$ cat src/rtl/alu_ncl_result_receiver.sv
// Clocked receiver for the dual-rail (NCL) ALU result wavefront.
// Synchronizes the rails, filters for stable DATA/NULL completeness, decodes
// DATA to binary for a valid/ready consumer, and drives the stage ack_in.
module alu_ncl_result_receiver #(
    parameter int unsigned DATA_BITS   = 4,
    parameter int unsigned TIMEOUT_CYC = 1024
) (
    input  logic                   clk,
    input  logic                   rst,
    input  logic [2*DATA_BITS-1:0] soma,
    input  logic [1:0]             of,
    input  logic [1:0]             neg,
    input  logic [1:0]             zero,
    output logic                   ack,
    output logic                   res_valid,
    input  logic                   res_ready,
    output logic [DATA_BITS-1:0]   res_data,
    output logic                   res_of,
    output logic                   res_neg,
    output logic                   res_zero,
    output logic                   err_illegal,
    output logic                   timeout
);

    localparam int unsigned NPAIR = DATA_BITS + 3;
    localparam int unsigned NRAIL = 2 * NPAIR;
    localparam int unsigned CNT_W = (TIMEOUT_CYC > 2) ? $clog2(TIMEOUT_CYC) : 1;
    localparam logic [CNT_W-1:0] CNT_LAST = CNT_W'((TIMEOUT_CYC > 0) ? TIMEOUT_CYC - 1 : 0);

    typedef enum logic {
        WAIT_DATA = 1'b0,
        WAIT_NULL = 1'b1
    } state_t;

    state_t             state;
    state_t             state_next;
    logic [NRAIL-1:0]   rails;
    logic [NRAIL-1:0]   sync1;
    logic [NRAIL-1:0]   sync2;
    logic               smp_data;
    logic               smp_null;
    logic               smp_illegal;
    logic               data_q;
    logic               null_q;
    logic               stable_data;
    logic               stable_null;
    logic               blocked;
    logic               capture;
    logic [1:0]         pair;
    logic [DATA_BITS-1:0] dec_data;
    logic [CNT_W-1:0]   wd_cnt;

    // Flag pairs sit above the result pairs in one rail vector.
    assign rails = {zero, neg, of, soma};

    // Two-flop synchronizer on every rail; rails are monotonic within a phase.
    always_ff @(posedge clk) begin
        if (rst) begin
            sync1 <= '0;
            sync2 <= '0;
        end else begin
            sync1 <= rails;
            sync2 <= sync1;
        end
    end

    // Classify the synchronized sample and decode the true rails to binary.
    always_comb begin
        smp_data    = 1'b1;
        smp_null    = 1'b1;
        smp_illegal = 1'b0;
        pair        = 2'b00;
        dec_data    = '0;
        for (int unsigned i = 0; i < NPAIR; i++) begin
            pair = sync2[2*i +: 2];
            if (pair == 2'b00) smp_data = 1'b0;
            if (pair != 2'b00) smp_null = 1'b0;
            if (pair == 2'b11) begin
                smp_illegal = 1'b1;
                smp_data    = 1'b0;
            end
        end
        for (int unsigned i = 0; i < DATA_BITS; i++) begin
            dec_data[i] = sync2[2*i+1];
        end
    end

    // Previous-sample completeness for the two-sample stability filter.
    always_ff @(posedge clk) begin
        if (rst) begin
            data_q <= 1'b0;
            null_q <= 1'b0;
        end else begin
            data_q <= smp_data;
            null_q <= smp_null;
        end
    end

    assign stable_data = smp_data && data_q;
    assign stable_null = smp_null && null_q;
    assign blocked     = res_valid && !res_ready;
    assign capture     = (state == WAIT_DATA) && stable_data && !smp_illegal && !blocked;

    // FSM state register.
    always_ff @(posedge clk) begin
        if (rst) state <= WAIT_DATA;
        else     state <= state_next;
    end

    // FSM next-state: DATA captured -> request NULL; stable NULL -> request DATA.
    always_comb begin
        state_next = state;
        case (state)
            WAIT_DATA: if (capture)     state_next = WAIT_NULL;
            WAIT_NULL: if (stable_null) state_next = WAIT_DATA;
            default:                    state_next = WAIT_DATA;
        endcase
    end

    // FSM output: ack comes straight from the single state flop, so it cannot glitch.
    always_comb begin
        ack = (state == WAIT_DATA);
    end

    // Output register: capture wins over a same-cycle consume.
    always_ff @(posedge clk) begin
        if (rst) begin
            res_valid <= 1'b0;
            res_data  <= '0;
            res_of    <= 1'b0;
            res_neg   <= 1'b0;
            res_zero  <= 1'b0;
        end else if (capture) begin
            res_valid <= 1'b1;
            res_data  <= dec_data;
            res_of    <= sync2[2*DATA_BITS+1];
            res_neg   <= sync2[2*DATA_BITS+3];
            res_zero  <= sync2[2*DATA_BITS+5];
        end else if (res_valid && res_ready) begin
            res_valid <= 1'b0;
        end
    end

    // Sticky illegal-encoding flag.
    always_ff @(posedge clk) begin
        if (rst)              err_illegal <= 1'b0;
        else if (smp_illegal) err_illegal <= 1'b1;
    end

    // Watchdog: a state change or backpressure restarts the count; a state change wins over a pulse.
    always_ff @(posedge clk) begin
        if (rst) begin
            wd_cnt  <= '0;
            timeout <= 1'b0;
        end else begin
            timeout <= 1'b0;
            if (TIMEOUT_CYC == 0 || state_next != state || (state == WAIT_DATA && blocked)) begin
                wd_cnt <= '0;
            end else if (wd_cnt == CNT_LAST) begin
                wd_cnt  <= '0;
                timeout <= 1'b1;
            end else begin
                wd_cnt <= wd_cnt + CNT_W'(1);
            end
        end
    end

endmodule

$ cat config.mk
export PLATFORM = sky130hd
export DESIGN_NAME = alu_ncl_result_receiver
export DESIGN_NICKNAME = d
export VERILOG_FILES = /design/src/rtl/alu_ncl_result_receiver.sv
export SDC_FILE = /design/constraint.sdc
export NUM_CORES = 1
export LEC_CHECK = 0
export ABC_AREA = 1
export CAP_MARGIN = 5
export CORE_UTILIZATION = 35
export DETAILED_ROUTE_END_ITERATION = 7
export PLACE_DENSITY = 0.58
export SYNTH_ARGS = -nofsm -noshare
export SYNTH_HDL_FRONTEND = slang
export SYNTH_SLANG_ARGS = --single-unit
$ cat constraint.sdc
create_clock -name clk -period 1.69 [get_ports clk]
set_input_delay 0.4225 -clock clk [delete_from_list [all_inputs] [get_ports clk]]
set_output_delay 0.4225 -clock clk [all_outputs]
set_load 0.01 [all_outputs]
==> out/results.tsv <==
stage	metric	value	unit
die	start_util	36.5	%
synth	yosysTopAreaCell	dfxtp_1	
final_layout	area_growth	27.6	%
synth	synthArstFlopShare	0	%
worst_setup_path	cp.arrival	1.19	ns
outcome	outcome	finished, final reports clean	
worst_setup_path	worstPathRequired	1.27	ns
worst_setup_path	cp.buffers_inverters	1	
drt	first_pass_iters	3	
die	die_h	75.3	µm
synth	synth_edf_count	0	
drt	ant_nets	0	
drt	initialDrtViolationCount	69	
cts	htreeDepth	2	
sta	fin_crit_sh	95.4	%
global_routing	grtUsageTotal	11.2	%
sta	slew_headroom	82.8	%
sta	hold_slack	0.399	ns
final_layout	stdcell_area	2400	µm²
global_routing	grt_max_degree	34	
hold_path	hp-class	reg -> reg	
power_and_ir_drop	vdd_drop_max	477	µV
synth	synth_common_cells	nor2_1, dfxtp_1, inv_1, nand2_1, nand3_1	
worst_setup_path	crit_type	reg -> out	
sta	setup_viol	0	
cts	cts.reportedPaths.clkPinSlew	0.09	ns
sta	hold_violations	0	
placement	dpl-instance-area	2270	µm²
sta	setup_slack	0.0775	ns
worst_setup_path	start_kind	flip-flop	
cts	clock-root-buffer	clkbuf_8	
die	die_x	75.3	µm
placement	hpwl	2030	µm
drt	routedWlPerCell	7.99	µm
cts	clock_latency	0.29	ns
synth	synthDistinctLibCells	18	
hold_path	hold_depth	2	
sta	slew_viol_final	0	
final_layout	fin_nets	298	
worst_setup_path	worst-r2r-cell-count	10	
sta	skew	0.00682	ns
synth	yosysMostFrequentCell	nor2_1	
global_routing	grt_pass1_vias	1127	
drt	routed_wl	2790	µm
worst_setup_path	critical_path.cell_chain	clkdlybuf4s50_1	
die	rows	26	
placement	port_buffers	27	
final_layout	diodes	0	
final_layout	layout-drive-gt1-share	8.24	%
worst_setup_path	cp.depth	1	
synth	synth_flop_cell	dfxtp_1	
job	drv_cap	0	
drt	avgViaCountPerCell	3.97	
worst_setup_path	crit_path_max_fanout	2	
placement	gp_congestion	0.839	
sta	rsz0062_at_grt	no	
drt	num_vias	1386	
cts	hold_buffers	0	
die	die-area	5660	µm²
cts	cts_tree	yes	
placement	pre_cts_ws	0.0541	ns
sta	layout_min_cycle_time	1.61	ns
worst_setup_path	critPathTopFamily	buffers and inverters	
drt	drc	0	
global_routing	antenna_found_initial	0	
synth	synthTopCellsByArea	dfxtp_1, nor2_1, inv_1	
synth	syn_nets	264	
worst_setup_path	crit_path_top_delay_cell	clkdlybuf4s50_1	
power_and_ir_drop	p_leak	1.10	nW
synth	postSynthCellCount	244	
die	coreArea	5140	µm²
synth	ys_ff_latch	51	
final_layout	fin_util	46.6	%
power_and_ir_drop	p_per_area	940	nW/µm²
global_routing	grt_pass1_wl	4590	µm
final_layout	final_cells	349	
synth	synth_top_area_share	54.4	%
sta	setup_tns	0	ns
final_layout	nFillCells	550	
cts	cts_buffers	5	
cts	clock_path_buffers	2	
sta	fmax	0.620	GHz
worst_setup_path	slowest_delay	0.54	ns
synth	yosysSeqAreaShare	54.4	%
die	io_pins	28	
placement	dp.cells	341	
global_routing	overflow	0	
synth	syn_area	1880	µm²
cts	cts_sinks	51	
worst_setup_path	end_kind	output pin	
sta	worst_pin_slew	0.258	ns
synth	synth-warning-count	0	
power_and_ir_drop	design_power_total	2.25	mW
synth	postSynthAreaPerCell	7.70	µm²
[final timing paths]
path                         startpoint                    to  slack [ns]
setup / recovery  res_zero$_SDFFE_PP0P_              res_zero        0.08
hold / removal      sync1[1]$_SDFF_PP0_   sync2[1]$_SDFF_PP0_        0.40
setup reg to reg    sync2[1]$_SDFF_PP0_  res_neg$_SDFFE_PP0P_        0.16
hold reg to reg     sync1[1]$_SDFF_PP0_   sync2[1]$_SDFF_PP0_        0.40
[flip-flops by register name, summed over array words and instances, names as in the netlist]
register and cells:
null_q 1, res_zero 1, err_illegal 1, data_q 1, sync2 14, timeout 1, res_of 1, state 1
res_valid 1, res_data 4, res_neg 1, wd_cnt 10, sync1 14
[power breakdown]
part	internal (mW)	total, mW	leakage [nW]	switching [mW]
Clock	0.479	0.854	0.0612	0.375
Sequential	1.24	1.26	0.419	0.0173
Combinational	0.0743	0.140	0.623	0.0655
Total	1.80	2.25	1.10	0.458
[cell families (layout without fill, tap and decap cells)]
kind of cell	after synthesis	after routing	share of synthesized area [%]
buffers and inverters	54	89	11.2
XOR/XNOR	8	8	3.73
AO/OA/AOI/OAI	3	3	0.799
adder cells (fa/ha/maj)	3	3	2.00
flip-flops	51	51	54.4
AND/OR/NAND/NOR	125	125	27.9
[metal layers]
layer	GRT usage, %	vias up	wire, µm
met1	12.7	585	1340
met4	7.41	0	69
met3	4.28	8	142
li1	-	768	-
met2	17.4	25	1240
met5	0	-	0
[area by class of cell]
type | count | area, µm² | area share (%)
tap | 70 | 87.6 | 3.65
multi-input combinational | 139 | 649 | 27.1
clock inverter | 2 | 35.0 | 1.46
sequential | 51 | 1020 | 42.7
timing repair buffer | 32 | 335 | 14.0
clock buffer | 6 | 82.6 | 3.44
inverter | 49 | 184 | 7.67
[layout by cell type (no fill, tap or decap)]
master / count
a21oi_1: 3
buf_12: 2
buf_4: 3
bufinv_16: 1
clkbuf_8: 6
clkdlybuf4s50_1: 26
clkinv_1: 1
clkinv_2: 1
dfxtp_1: 49
dfxtp_2: 2
dlymetal6s2s_1: 1
ha_1: 3
inv_1: 48
nand2_1: 37
nand2_2: 2
nand3_1: 7
nand4_1: 3
nand4_4: 1
nor2_1: 69
nor2_2: 4
nor2_4: 1
nor3_1: 1
xnor2_1: 3
xor2_1: 5
[what timing repair did]
action | CTS | global route
resized for setup | 0 | 4
setup endpoints to repair | 0 | 7
buffers inserted | 0 | 0
No activity file was read; power rests on OpenSTA's default activity.
